$ cat config.mk
export PLATFORM = sky130hd
export DESIGN_NAME = mnemonic_decoder
export DESIGN_NICKNAME = d
export VERILOG_FILES = /design/src/rtl/mnemonic_decoder.sv
export SDC_FILE = /design/constraint.sdc
export NUM_CORES = 1
export LEC_CHECK = 0
export CORE_ASPECT_RATIO = 2
export CORE_UTILIZATION = 25
export CTS_CLUSTER_SIZE = 25
export DETAILED_ROUTE_END_ITERATION = 8
export SYNTH_ARGS = -nofsm -noshare
export SYNTH_HDL_FRONTEND = slang
export SYNTH_SLANG_ARGS = --single-unit
$ cat constraint.sdc
create_clock -name clk_in -period 3.6 [get_ports clk_in]
set_input_delay 0.72 -clock clk_in [delete_from_list [all_inputs] [get_ports clk_in]]
set_output_delay 0.72 -clock clk_in [all_outputs]
set_load 0.02 [all_outputs]
$ cat src/rtl/mnemonic_decoder.sv
// Tokenises an ASCII stream into RV32 mnemonics and returns {opcode, funct7, funct3, fmt}
// or a classified error over valid/ready. Define RV32M_EN to add the M-extension mnemonics.
module mnemonic_decoder #(
    parameter int MAX_LEN = 6
) (
    input  logic       clk_in,
    input  logic       rst_n_in,
    input  logic       char_valid_in,
    input  logic [7:0] char_in,
    output logic       char_ready_out,
    input  logic       abort_in,
    output logic       result_valid_out,
    input  logic       result_ready_in,
    output logic [6:0] opcode_out,
    output logic [6:0] funct7_out,
    output logic [2:0] funct3_out,
    output logic [2:0] fmt_out,
    output logic       error_out,
    output logic [1:0] err_code_out
);
    localparam int BW = MAX_LEN * 5;
    localparam logic [4:0] COMPRESSED__ = 5'd0;
    localparam logic [6:0] OP_REG = 7'b0110011, OP_IMM = 7'b0010011, OP_LOAD = 7'b0000011;
    localparam logic [6:0] OP_STORE = 7'b0100011, OP_BRANCH = 7'b1100011, OP_LUI = 7'b0110111;
    localparam logic [6:0] OP_AUIPC = 7'b0010111, OP_JAL = 7'b1101111, OP_JALR = 7'b1100111;
    localparam logic [6:0] F7_0 = 7'b0000000, F7_ALT = 7'b0100000, F7_MUL = 7'b0000001;
    localparam logic [2:0] F_R = 3'd0, F_I = 3'd1, F_S = 3'd2, F_B = 3'd3, F_U = 3'd4, F_J = 3'd5;
    localparam logic [1:0] E_NONE = 2'd0, E_CHAR = 2'd1, E_LONG = 2'd2, E_UNKNOWN = 2'd3;

    typedef enum logic [2:0] {S_IDLE, S_COLLECT, S_DISCARD, S_LOOKUP, S_RESULT} state_t;

    // Right-aligned compressed key of a lowercase name, padded with the filler code.
    function automatic logic [BW-1:0] key(input logic [63:0] s);
        logic [BW-1:0] k;
        k = {MAX_LEN{COMPRESSED__}};
        for (int i = 7; i >= 0; i--)
            if (s[i*8 +: 8] != 8'd0)
                k = {k[BW-6:0], 5'(s[i*8 +: 8] - 8'h60)};
        return k;
    endfunction

    function automatic logic [20:0] ent(input logic [6:0] op, input logic [6:0] f7,
                                        input logic [2:0] f3, input logic [2:0] fmt);
        return {1'b1, op, f7, f3, fmt};
    endfunction

    // Returns {hit, opcode, funct7, funct3, fmt}.
    function automatic logic [20:0] lookup(input logic [BW-1:0] b);
        logic [20:0] r;
        r = '0;
        case (b)
            key(64'("add")):   r = ent(OP_REG, F7_0, 3'd0, F_R);
            key(64'("sub")):   r = ent(OP_REG, F7_ALT, 3'd0, F_R);
            key(64'("sll")):   r = ent(OP_REG, F7_0, 3'd1, F_R);
            key(64'("slt")):   r = ent(OP_REG, F7_0, 3'd2, F_R);
            key(64'("sltu")):  r = ent(OP_REG, F7_0, 3'd3, F_R);
            key(64'("xor")):   r = ent(OP_REG, F7_0, 3'd4, F_R);
            key(64'("srl")):   r = ent(OP_REG, F7_0, 3'd5, F_R);
            key(64'("sra")):   r = ent(OP_REG, F7_ALT, 3'd5, F_R);
            key(64'("or")):    r = ent(OP_REG, F7_0, 3'd6, F_R);
            key(64'("and")):   r = ent(OP_REG, F7_0, 3'd7, F_R);
            key(64'("addi")):  r = ent(OP_IMM, F7_0, 3'd0, F_I);
            key(64'("slli")):  r = ent(OP_IMM, F7_0, 3'd1, F_I);
            key(64'("slti")):  r = ent(OP_IMM, F7_0, 3'd2, F_I);
            key(64'("sltiu")): r = ent(OP_IMM, F7_0, 3'd3, F_I);
            key(64'("xori")):  r = ent(OP_IMM, F7_0, 3'd4, F_I);
            key(64'("srli")):  r = ent(OP_IMM, F7_0, 3'd5, F_I);
            key(64'("srai")):  r = ent(OP_IMM, F7_ALT, 3'd5, F_I);
            key(64'("ori")):   r = ent(OP_IMM, F7_0, 3'd6, F_I);
            key(64'("andi")):  r = ent(OP_IMM, F7_0, 3'd7, F_I);
            key(64'("lb")):    r = ent(OP_LOAD, F7_0, 3'd0, F_I);
            key(64'("lh")):    r = ent(OP_LOAD, F7_0, 3'd1, F_I);
            key(64'("lw")):    r = ent(OP_LOAD, F7_0, 3'd2, F_I);
            key(64'("lbu")):   r = ent(OP_LOAD, F7_0, 3'd4, F_I);
            key(64'("lhu")):   r = ent(OP_LOAD, F7_0, 3'd5, F_I);
            key(64'("sb")):    r = ent(OP_STORE, F7_0, 3'd0, F_S);
            key(64'("sh")):    r = ent(OP_STORE, F7_0, 3'd1, F_S);
            key(64'("sw")):    r = ent(OP_STORE, F7_0, 3'd2, F_S);
            key(64'("beq")):   r = ent(OP_BRANCH, F7_0, 3'd0, F_B);
            key(64'("bne")):   r = ent(OP_BRANCH, F7_0, 3'd1, F_B);
            key(64'("blt")):   r = ent(OP_BRANCH, F7_0, 3'd4, F_B);
            key(64'("bge")):   r = ent(OP_BRANCH, F7_0, 3'd5, F_B);
            key(64'("bltu")):  r = ent(OP_BRANCH, F7_0, 3'd6, F_B);
            key(64'("bgeu")):  r = ent(OP_BRANCH, F7_0, 3'd7, F_B);
            key(64'("lui")):   r = ent(OP_LUI, F7_0, 3'd0, F_U);
            key(64'("auipc")): r = ent(OP_AUIPC, F7_0, 3'd0, F_U);
            key(64'("jal")):   r = ent(OP_JAL, F7_0, 3'd0, F_J);
            key(64'("jalr")):  r = ent(OP_JALR, F7_0, 3'd0, F_I);
`ifdef RV32M_EN
            key(64'("mul")):    r = ent(OP_REG, F7_MUL, 3'd0, F_R);
            key(64'("mulh")):   r = ent(OP_REG, F7_MUL, 3'd1, F_R);
            key(64'("mulhsu")): r = ent(OP_REG, F7_MUL, 3'd2, F_R);
            key(64'("mulhu")):  r = ent(OP_REG, F7_MUL, 3'd3, F_R);
            key(64'("div")):    r = ent(OP_REG, F7_MUL, 3'd4, F_R);
            key(64'("divu")):   r = ent(OP_REG, F7_MUL, 3'd5, F_R);
            key(64'("rem")):    r = ent(OP_REG, F7_MUL, 3'd6, F_R);
            key(64'("remu")):   r = ent(OP_REG, F7_MUL, 3'd7, F_R);
`else
            key(64'("mul")):    r = '0;
`endif
            default:            r = '0;
        endcase
        return r;
    endfunction

    state_t        state_q, state_d;
    logic [BW-1:0] buf_q, buf_d;
    logic [3:0]    len_q, len_d;
    logic [1:0]    err_q, err_d, code_q, code_d;
    logic          ready_q, ready_d, valid_q, valid_d, error_q, error_d;
    logic [6:0]    opcode_q, opcode_d, funct7_q, funct7_d;
    logic [2:0]    funct3_q, funct3_d, fmt_q, fmt_d;

    logic [7:0]    lc;
    logic [4:0]    letter;
    logic          is_letter, is_delim, accept;
    logic [20:0]   hit;

    always_comb begin
        lc        = char_in | 8'h20;
        is_letter = (lc >= 8'h61) && (lc <= 8'h7a);
        is_delim  = char_in inside {8'h20, 8'h09, 8'h2c, 8'h0a};
        letter    = 5'(lc - 8'h60);
        accept    = char_valid_in && ready_q;
        hit       = lookup(buf_q);
        state_d   = state_q;
        buf_d     = buf_q;
        len_d     = len_q;
        err_d     = err_q;
        valid_d   = valid_q;
        error_d   = error_q;
        code_d    = code_q;
        opcode_d  = opcode_q;
        funct7_d  = funct7_q;
        funct3_d  = funct3_q;
        fmt_d     = fmt_q;
        if (abort_in) begin
            state_d = S_IDLE;
            err_d   = E_NONE;
            {valid_d, error_d, code_d, opcode_d, funct7_d, funct3_d, fmt_d} = '0;
        end else begin
            case (state_q)
                S_IDLE: if (accept) begin
                    if (is_letter) begin
                        buf_d   = {{(MAX_LEN-1){COMPRESSED__}}, letter};
                        len_d   = 4'd1;
                        err_d   = E_NONE;
                        state_d = S_COLLECT;
                    end else if (!is_delim) begin
                        err_d   = E_CHAR;
                        state_d = S_DISCARD;
                    end
                end
                S_COLLECT: if (accept) begin
                    if (is_letter && len_q < 4'(MAX_LEN)) begin
                        buf_d = {buf_q[BW-6:0], letter};
                        len_d = len_q + 4'd1;
                    end else if (is_letter) begin
                        err_d   = E_LONG;
                        state_d = S_DISCARD;
                    end else if (is_delim) begin
                        state_d = S_LOOKUP;
                    end else begin
                        err_d   = E_CHAR;
                        state_d = S_DISCARD;
                    end
                end
                S_DISCARD: if (accept && is_delim) state_d = S_LOOKUP;
                S_LOOKUP: begin
                    state_d = S_RESULT;
                    valid_d = 1'b1;
                    if (err_q != E_NONE || !hit[20]) begin
                        error_d = 1'b1;
                        code_d  = (err_q != E_NONE) ? err_q : E_UNKNOWN;
                        {opcode_d, funct7_d, funct3_d, fmt_d} = '0;
                    end else begin
                        error_d = 1'b0;
                        code_d  = E_NONE;
                        {opcode_d, funct7_d, funct3_d, fmt_d} = hit[19:0];
                    end
                end
                S_RESULT: if (result_ready_in) begin
                    state_d = S_IDLE;
                    err_d   = E_NONE;
                    {valid_d, error_d, code_d, opcode_d, funct7_d, funct3_d, fmt_d} = '0;
                end
                default: state_d = S_IDLE;
            endcase
        end
        ready_d = state_d inside {S_IDLE, S_COLLECT, S_DISCARD};
    end

    always_ff @(posedge clk_in or negedge rst_n_in) begin
        if (!rst_n_in) begin
            state_q  <= S_IDLE;
            buf_q    <= '0;
            len_q    <= '0;
            err_q    <= E_NONE;
            ready_q  <= 1'b0;
            valid_q  <= 1'b0;
            error_q  <= 1'b0;
            code_q   <= E_NONE;
            opcode_q <= '0;
            funct7_q <= '0;
            funct3_q <= '0;
            fmt_q    <= '0;
        end else begin
            state_q  <= state_d;
            buf_q    <= buf_d;
            len_q    <= len_d;
            err_q    <= err_d;
            ready_q  <= ready_d;
            valid_q  <= valid_d;
            error_q  <= error_d;
            code_q   <= code_d;
            opcode_q <= opcode_d;
            funct7_q <= funct7_d;
            funct3_q <= funct3_d;
            fmt_q    <= fmt_d;
        end
    end

    assign char_ready_out   = ready_q;
    assign result_valid_out = valid_q;
    assign error_out        = error_q;
    assign err_code_out     = code_q;
    assign opcode_out       = opcode_q;
    assign funct7_out       = funct7_q;
    assign funct3_out       = funct3_q;
    assign fmt_out          = fmt_q;
endmodule

==> out/metrics.yaml, run 1 <==
finish:
  num-fill-cells: 1615
  final_common_cell: "nand2_1"
  layout_common_cells: "nand2_1, dfrtp_1, o21ai_0, clkdlybuf4s50_1, nor2_1"
  antenna_cells: 0
  multi_input_comb_area_sq_um: 2370
  finalInstanceArea_sq_um: 4840
  drive_gt1_frac: 0.156
  area_growth_pct: 22.7
  final_nets: 509
  seqCellArea_sq_um: 1430
placed_design:
  postPlaceCellArea_sq_um: 4570
  gp_congestion: 0.951
  port_buffers: 31
  hpwl_um: 10800
route:
  wirelength_um: 14200
  vias: 3813
  wl_per_cell_um: 20.3
  drtIter0Drc: 282
  drt.antenna.violating_nets: 0
  dr.pass1.iters: 5
  drc: 0
  post_drt_via_cell_ratio: 5.46
clock_network:
  htreeDepth: 3
  post-cts-setup-buffers: 0
  cts-hold-fix-buffers: 0
  clockRootBuffer: "clkbuf_16"
  max-clock-path-buffers: 2
  cts_resized: 0
  cts_num_sinks: 57
  insertion_delay_ns: 0.34
  cts_made_buffers: 9
  cts.clk_slew.worst_paths_ns: 0.05
  cts_tree: "done"
logic_synthesis:
  synth.area.top_cells: "dfrtp_1, nand2_1, o21ai_0"
  synthDominantCellAreaShare: 0.361
  yosysWarnings: 0
  yosys_most_used_dff: "dfrtp_1"
  async_flop_share: 1.00
  yosys.area.top_type: "dfrtp_1"
  postSynthCellCount: 464
  synth.distinct_cells: 80
  synth-edff-count: 0
  syn_avg_cell_area_sq_um: 8.51
  ys_seq_area_frac: 0.361
  syn-cell-area_sq_um: 3950
  ys_ff_latch: 57
setup_path:
  crit_path_max_fanout: 12
  crit_type: "flip-flop to flip-flop"
  critPathLaunchType: "flip-flop"
  r2r_cells: 8
  path_cells: "nor4bb_2 > buf_4 > nand3_1 > o21ai_0 > a2bb2oi_1 > o211ai_2 > nor3_1 > a221o_1"
  arrival_ns: 3.41
  r2r-start: "buf_q[3]"
  worstSetupEndpoint: "error_out"
  r2r_end: "error_out"
  crit_path_top_delay_cell: "nor4bb_2"
  cp-end-kind: "flip-flop"
  reg2reg_setup_slack_ns: 0.41
  crit_start: "buf_q[3]"
  cp.required_ns: 3.82
  cpPeakStageDelay_ns: 0.79
global_routing:
  grt_pass1_vias: 3798
  grt_first_pass_wirelength_um: 22300
  antenna_found_initial: 0
  grt_max_degree: 43
  grt_usage: 0.181
  grt_overflow: 0
run:
  max-cap-violations: 0
timing:
  maxSlewViolCount: 0
  setup_viol: 0
  period_share: 0.886
  tightest_slew_ns: 1.09
  hold-worst-slack_ns: 0.460
  period_minus_slack_ns: 3.19
  fin_setup_tns_ns: 0
  slew_headroom: 0.271
  fmax_mhz: 313
  clock_skew_ns: 0.00403
  final_hold_viol_count: 0
  rsz0062_at_grt: "false"
die:
  row_count: 64
  io_pins: 38
  start_util: 0.257
  die_y_um: 180
  die_w_um: 90.9
  core_sq_um: 15400
  dieArea_sq_um: 16300
pwr:
  power_mw: 1.76
  ir_drop_uv: 201
  power_density_nw_per_um2: 364
  power.leakage_nw: 1.83
min_path:
  hp-class: "flip-flop to flip-flop"
status:
  outcome: "complete, no violations"
cell type report:
| class | instances | area share |
|---|---|---|
| clock inverter | 5 | 0.00646 |
| multi-input combinational | 365 | 0.489 |
| timing repair buffer | 56 | 0.104 |
| clock buffer | 11 | 0.0501 |
| sequential | 57 | 0.295 |
| inverter | 6 | 0.00465 |
| tap | 198 | 0.0512 |
stage by stage:
stage	util	setup WS [ns]	instances
final	0.315	0.409	698
after global routing	0.315	0.265	698
after CTS	0.315	0.481	698
after detailed placement	0.297	0.257	682
after global placement	0.297	0.351	682
after floorplan	-	0.970	469
power breakdown:
part / internal (mW) / switching (mW)
registers: 0.669 / 0.0529
logic: 0.113 / 0.150
clock network: 0.480 / 0.299
synth_stat cells (all sizes together) (5+ instances only):
library cell   n
o21ai         39
o41ai          5
nor4b         16
clkbuf        28
dfrtp         57
a21oi         10
nand4         20
inv            6
nor2b          8
nand2b         6
nor2          28
or4            6
nor3          13
nand2         86
and4b          6
nand3         11
nor4bb         8
a22o           9
nor4          10
buf           13
metal layers:
metal,track usage,vias to the layer above,wire length (um)
met5,0,-,0
met2,0.338,137,7870
li1,-,1793,-
met4,0.119,0,823
met1,0.183,1837,5040
met3,0.0250,46,468
cell families after synthesis:
group           after synthesis  share of synthesized area
compound gates              101                      0.182
other cells                   1                   0.000950
buf+inv                      47                     0.0529
mux                           5                     0.0139
fa+ha+maj                     1                    0.00317
simple gates                249                      0.379
xor+xnor                      3                    0.00666
flops                        57                      0.361
flip-flops by register name (all words and copies together), names as in the netlist:
register / count
buf_q: 30
error_out: 1
err_code_out: 2
fmt_out: 3
result_valid_out: 1
char_ready_out: 1
err_q: 2
funct7_out: 1
len_q: 4
funct3_out: 3
opcode_out: 6
state_q: 3
worst min path at each step:
stage	cells after the start	startpoint	slack [ns]	to
after global placement	2	fmt_out[0]	0.45	fmt_out[0]
after detailed placement	2	fmt_out[0]	0.46	fmt_out[0]
final	2	fmt_out[0]	0.46	fmt_out[0]
after floorplan	0	rst_n_in	0.42	buf_q[0]
after CTS	2	fmt_out[0]	0.47	fmt_out[0]
after global routing	2	fmt_out[0]	0.51	fmt_out[0]
worst max-delay path, delay by kind of cell, from the launching register on:
| kind | cells | cell delay, ns |
|---|---|---|
| AO/OA/AOI/OAI | 4 | 1.29 |
| buffers and inverters | 1 | 0.26 |
| AND/OR/NAND/NOR | 3 | 1.00 |
| flip-flops | 1 | 0.53 |
Power figures use the tool's default switching activity.
==> run 2, diff against run 1 <==
--- a/config.mk
+++ b/config.mk
@@ -5,10 +5,13 @@
 export SDC_FILE = /design/constraint.sdc
 export NUM_CORES = 1
 export LEC_CHECK = 0
+export ABC_CLOCK_PERIOD_IN_PS = 3600
 export CORE_ASPECT_RATIO = 2
 export CORE_UTILIZATION = 25
 export CTS_CLUSTER_SIZE = 25
 export DETAILED_ROUTE_END_ITERATION = 8
+export GPL_TIMING_DRIVEN = 0
+export SETUP_SLACK_MARGIN = 0.3
 export SYNTH_ARGS = -nofsm -noshare
 export SYNTH_HDL_FRONTEND = slang
 export SYNTH_SLANG_ARGS = --single-unit
==> run 2 against run 1 <==
  * Register-to-register slack better by 0.02 ns
  * Sequential share of layout area down 0.44 points
  * Setup slack about the same
  * Global-route usage up 0.62 points
  * Clock power up 30%
  * Hold slack worse by 0.035 ns
  * Core utilization up 0.48 points
  * Maximum frequency about the same
  * Critical endpoint is now buf_q[1]
  * Wire length up 3.4%
==> out/metrics.yaml, run 2 (same netlist as run 1, synthesis figures left out) <==
setup_path:
  crit_family: "compound AO/OA/AOI/OAI gates"  # unchanged
  crit_path_top_delay_cell: "or4_1"  # was nor4bb_2
  r2r-start: "buf_q[9]"  # was buf_q[3]
  crit_path_max_fanout: 10  # was 12
  cp-end-kind: "flip-flop"  # unchanged
  cpPeakStageDelay_ns: 0.56  # was 0.79 ns
  cp.required_ns: 3.82  # about the same
  path_cells: "clkdlybuf4s50_1 > or4_1 > o22ai_2 > nor2_1 > o21ai_1 > o21bai_2 > clkbuf_4 > mux2_2"  # was nor4bb_2 > buf_4 > nand3_1 > o21ai_0 > a2bb2oi_1 > o211ai_2 > nor3_1 > a221o_1
  cp.buffers_inverters: 2  # was 1
  r2r_cells: 8  # unchanged
  reg2reg_setup_slack_ns: 0.43  # was 0.41 ns
  crit_type: "input port to flip-flop"  # was flip-flop to flip-flop
  r2r_end: "error_out"  # unchanged
  critPathLaunchType: "input port"  # was flip-flop
  arrival_ns: 3.41  # about the same
global_routing:
  grt_first_pass_wirelength_um: 23200  # was 22300 um
  grt_overflow: 0  # unchanged
  grt_usage: 0.188  # was 0.181
  grt_pass1_vias: 4015  # was 3798
  grt_max_degree: 31  # was 43
  antenna_found_initial: 0  # unchanged
route:
  drtIter0Drc: 286  # was 282
  post_drt_via_cell_ratio: 5.42  # was 5.46
  wl_met2_um: 8020  # was 7870 um
  wl_met1_um: 4960  # was 5040 um
  wirelength_um: 14700  # was 14200 um
  route.met3.wl_um: 513  # was 468 um
  vias: 3873  # was 3813
  top_layer_used: "met4"  # unchanged
  drt.antenna.violating_nets: 0  # unchanged
  dr.pass1.iters: 5  # unchanged
  wl_per_cell_um: 20.6  # was 20.3 um
  drc: 0  # unchanged
die:
  row_count: 64  # unchanged
  start_util: 0.257  # unchanged
  io_pins: 38  # unchanged
  core_sq_um: 15400  # unchanged
  dieArea_sq_um: 16300  # unchanged
  die_w_um: 90.9  # unchanged
  die_y_um: 180  # unchanged
finish:
  finalNonFillerCells: 714  # was 698
  largest_reg_flops: 30  # unchanged
  seqCellArea_sq_um: 1430  # unchanged
  multi_input_comb_area_sq_um: 2360  # was 2370 sq um
  num-fill-cells: 1617  # was 1615
  finalInstanceArea_sq_um: 4920  # was 4840 sq um
  final_util: 0.320  # was 0.315
  antenna_cells: 0  # unchanged
  layout_common_cells: "nand2_1, dfrtp_1, o21ai_0, clkdlybuf4s50_1, nor2_1"  # unchanged
  top_register: "buf_q"  # unchanged
  drive_gt1_frac: 0.134  # was 0.156
  final_common_cell: "nand2_1"  # unchanged
  area_growth_pct: 24.5  # was 22.7%
  final_nets: 525  # was 509
clock_network:
  cts_resized: 0  # unchanged
  insertion_delay_ns: 0.34  # about the same
  cts_made_buffers: 9  # unchanged
  cts_num_sinks: 57  # unchanged
  htreeDepth: 3  # unchanged
  cts-hold-fix-buffers: 0  # unchanged
  post-cts-setup-buffers: 0  # unchanged
  cts_tree: "done"  # unchanged
  cts.clk_slew.worst_paths_ns: 0.06  # was 0.05 ns
  max-clock-path-buffers: 2  # unchanged
  clockRootBuffer: "clkbuf_16"  # unchanged
timing:
  maxSlewViolCount: 0  # unchanged
  period_minus_slack_ns: 3.19  # about the same
  layout_setup_ws_ns: 0.410  # was 0.409 ns
  setup_viol: 0  # unchanged
  fmax_mhz: 313  # about the same
  period_share: 0.886  # about the same
  rsz0062_at_grt: "false"  # unchanged
  slew_headroom: 0.167  # was 0.271
  tightest_slew_ns: 1.25  # was 1.09 ns
  hold-worst-slack_ns: 0.426  # was 0.460 ns
  final_hold_viol_count: 0  # unchanged
  clock_skew_ns: 0.00956  # was 0.00403 ns
  fin_setup_tns_ns: 0  # unchanged
pwr:
  ir_drop_uv: 161  # was 201 uV
  power_mw: 1.99  # was 1.76 mW
  power_density_nw_per_um2: 405  # was 364 nW/um^2
  power.leakage_nw: 1.84  # was 1.83 nW
placed_design:
  dp_worst_setup_slack_ns: -0.0452  # was 0.257 ns
  gp_congestion: 0.940  # was 0.951
  hpwl_um: 11500  # was 10800 um
  place_inst: 698  # was 682
  postPlaceCellArea_sq_um: 4530  # was 4570 sq um
  port_buffers: 30  # was 31
min_path:
  hp-class: "input port to asynchronous set/reset pin"  # was flip-flop to flip-flop
status:
  outcome: "complete, no violations"  # unchanged
run:
  max-cap-violations: 0  # unchanged
## run 2: cell count changes in the layout (fill, tap and decap cells not counted), sizes merged
cell / delta
buf: -11
bufinv: +3
clkinv: -2
clkbuf: +26
clkdlybuf4s50: -1
inv: +2
clkinvlp: -1
## run 2: per-layer routing
metal | up-vias | global-route usage
met1 | 1862 | 0.176
met4 | 0 | 0.143
met3 | 66 | 0.0338
li1 | 1822 | -
met2 | 123 | 0.350
met5 | - | 0
## run 2: report_power, final
group / switching [mW] / internal [mW] / total, mW
Combinational: 0.184 / 0.0993 / 0.283
Sequential: 0.0232 / 0.669 / 0.692
Clock: 0.332 / 0.683 / 1.01
## run 2: worst register-to-register path, delay by kind of cell (launching register included)
family	cells	cell delay [ns]
AO/OA/AOI/OAI	3	0.91
flip-flops	1	0.44
buffers and inverters	1	0.27
AND/OR/NAND/NOR	4	1.44
## run 2: layout make-up
class,instances,area share
clock inverter,7,0.0255
inverter,6,0.00458
sequential,57,0.290
tap,198,0.0504
multi-input combinational,365,0.481
timing repair buffer,31,0.0641
clock buffer,9,0.0458
buffer,41,0.0389
## run 2: worst max path at each step
stage / from / to / slack, ns / cells after the start
3_3_place_gp: char_in[3] / buf_q[4] / 0.02 / 8
2_1_floorplan: char_in[0] / buf_q[1] / 0.97 / 7
5_1_grt: buf_q[9] / error_out / 0.31 / 8
3_5_place_dp: char_in[3] / buf_q[1] / -0.05 / 8
4_1_cts: char_in[3] / buf_q[1] / 0.30 / 8
6_report: char_in[3] / buf_q[1] / 0.41 / 8
==> run 3, diff against run 2 <==
--- a/config.mk
+++ b/config.mk
@@ -8,9 +8,10 @@
 export ABC_CLOCK_PERIOD_IN_PS = 3600
 export CORE_ASPECT_RATIO = 2
 export CORE_UTILIZATION = 25
+export CTS_BUF_LIST = sky130_fd_sc_hd__clkbuf_8
 export CTS_CLUSTER_SIZE = 25
 export DETAILED_ROUTE_END_ITERATION = 8
-export GPL_TIMING_DRIVEN = 0
+export HOLD_SLACK_MARGIN = 0.06
 export SETUP_SLACK_MARGIN = 0.3
 export SYNTH_ARGS = -nofsm -noshare
 export SYNTH_HDL_FRONTEND = slang
==> run 3 against run 2 <==
  * Die area unchanged
  * Cell count decreased by 2.2%
  * Flip-flop and latch count unchanged
  * Maximum frequency increased by 2.7%
  * Core utilization decreased by 1.1 points
  * Sequential power increased by 4.0%
  * Critical endpoint is now error_out
  * Largest power group is now registers
  * Highest routed layer unchanged
==> out/metrics.yaml, run 3 (same netlist as run 1, synthesis figures left out) <==
finish:
  area_growth_pct: 20.1  # was 24.5%
  final_common_cell: "nand2_1"  # unchanged
  final_nets: 509  # was 525
  top_register: "buf_q"  # unchanged
  drive_gt1_frac: 0.156  # was 0.134
  antenna_cells: 0  # unchanged
  final_util: 0.308  # was 0.320
  finalInstanceArea_sq_um: 4740  # was 4920 sq um
  finalNonFillerCells: 698  # was 714
  layout_common_cells: "nand2_1, dfrtp_1, o21ai_0, clkdlybuf4s50_1, nor2_1"  # unchanged
  num-fill-cells: 1624  # was 1617
  multi_input_comb_area_sq_um: 2370  # was 2360 sq um
  seqCellArea_sq_um: 1430  # unchanged
  largest_reg_flops: 30  # unchanged
timing:
  fmax_mhz: 322  # was 313 MHz
  tightest_slew_ns: 1.08  # was 1.25 ns
  final_hold_viol_count: 0  # unchanged
  setup_viol: 0  # unchanged
  clock_skew_ns: 0.00533  # was 0.00956 ns
  period_minus_slack_ns: 3.11  # was 3.19 ns
  rsz0062_at_grt: "false"  # unchanged
  period_share: 0.863  # was 0.886
  slew_headroom: 0.278  # was 0.167
  fin_setup_tns_ns: 0  # unchanged
  maxSlewViolCount: 0  # unchanged
  hold-worst-slack_ns: 0.464  # was 0.426 ns
placed_design:
  gp_congestion: 0.951  # was 0.940
  hpwl_um: 10800  # was 11500 um
  place_inst: 682  # was 698
  postPlaceCellArea_sq_um: 4570  # was 4530 sq um
  port_buffers: 31  # was 30
clock_network:
  cts_made_buffers: 9  # unchanged
  cts_tree: "done"  # unchanged
  insertion_delay_ns: 0.35  # was 0.34 ns
  max-clock-path-buffers: 2  # unchanged
  cts_num_sinks: 57  # unchanged
  cts.clk_slew.worst_paths_ns: 0.07  # was 0.06 ns
  htreeDepth: 3  # unchanged
  cts_resized: 0  # unchanged
  post-cts-setup-buffers: 0  # unchanged
  cts-hold-fix-buffers: 0  # unchanged
  clockRootBuffer: "clkbuf_8"  # was clkbuf_16
pwr:
  p_int_mw: 1.04  # was 1.45 mW
  seq_power_share: 0.476  # was 0.348
  switching_share: 0.310  # was 0.271
  p_switching_mw: 0.469  # was 0.538 mW
  power.leakage_nw: 1.79  # was 1.84 nW
  ir_drop_uv: 150  # was 161 uV
  power_frac_clock: 0.350  # was 0.510
  power_density_nw_per_um2: 319  # was 405 nW/um^2
  p_comb_frac: 0.174  # was 0.142
die:
  io_pins: 38  # unchanged
  start_util: 0.257  # unchanged
  row_count: 64  # unchanged
  die_y_um: 180  # unchanged
  core_sq_um: 15400  # unchanged
  die_w_um: 90.9  # unchanged
  dieArea_sq_um: 16300  # unchanged
setup_path:
  arrival_ns: 3.35  # was 3.41 ns
  cp.required_ns: 3.84  # was 3.82 ns
  crit_type: "flip-flop to flip-flop"  # was input port to flip-flop
  crit_path_max_fanout: 12  # was 10
  critPathLaunchType: "flip-flop"  # was input port
  cp-end-kind: "flip-flop"  # unchanged
route:
  drt.antenna.violating_nets: 0  # unchanged
  wl_per_cell_um: 20.2  # was 20.6 um
  vias: 3795  # was 3873
  drc: 0  # unchanged
  wirelength_um: 14100  # was 14700 um
  drtIter0Drc: 314  # was 286
  dr.pass1.iters: 5  # unchanged
  post_drt_via_cell_ratio: 5.44  # was 5.42
global_routing:
  grt_pass1_vias: 3814  # was 4015
  grt_overflow: 0  # unchanged
  antenna_found_initial: 0  # unchanged
  grt_first_pass_wirelength_um: 22200  # was 23200 um
  grt_usage: 0.180  # was 0.188
  grt_max_degree: 43  # was 31
run:
  max-cap-violations: 0  # unchanged
status:
  outcome: "complete, no violations"  # unchanged
min_path:
  hp-class: "flip-flop to flip-flop"  # was input port to asynchronous set/reset pin
==> run 3: layer usage <==
| metal | share of wire | track usage | wire (um) |
|---|---|---|---|
| met1 | 0.35 | 0.180 | 4910 |
| met2 | 0.55 | 0.333 | 7760 |
| met3 | 0.040 | 0.0300 | 561 |
| met4 | 0.064 | 0.123 | 901 |
| met5 | 0 | 0 | 0 |
==> run 3: metrics by stage <==
stage / setup slack, ns / power, mW
after floorplan: 0.970 / 0.871
after global placement: 0.351 / 0.985
after detailed placement: 0.257 / 0.991
after CTS: 0.481 / 1.52
after global routing: 0.370 / 1.58
final: 0.493 / 1.51
==> run 3: area by class of cell <==
type                            count  area share
Clock inverter                      6     0.00739
Sequential cell                    57       0.301
Clock buffer                       10      0.0290
Inverter                            6     0.00475
Multi-Input combinational cell    365       0.499
Timing Repair Buffer               56       0.107
Tap cell                          198      0.0522
==> run 3: final timing paths <==
path	start	endpoint	slack [ns]	cells after the start
setup / recovery	buf_q[3]	error_out	0.49	8
min in group asynchronous	rst_n_in	result_valid_out	0.52	1
hold reg to reg	fmt_out[0]	fmt_out[0]	0.46	2
hold / removal	fmt_out[0]	fmt_out[0]	0.46	2
max in group asynchronous	rst_n_in	buf_q[16]	2.30	2
setup reg to reg	buf_q[3]	error_out	0.49	8
==> run 3: critical path, stage by stage, from the launching register on <==
cell and delay (ns):
dfrtp_1 0.53, nor4bb_2 0.81, buf_4 0.26, nand3_1 0.09
o21ai_0 0.44, a2bb2oi_1 0.22, o211ai_2 0.23, nor3_1 0.12
a221o_1 0.30
==> run 3: power groups by stage <==
stage / logic (mW) / clock network, mW / registers [mW]
5_1_grt: 0.286 / 0.571 / 0.725
2_1_floorplan: 0.173 / 0 / 0.697
6_report: 0.262 / 0.529 / 0.720
4_1_cts: 0.260 / 0.543 / 0.720
3_3_place_gp: 0.257 / 0 / 0.728
3_5_place_dp: 0.259 / 0 / 0.732
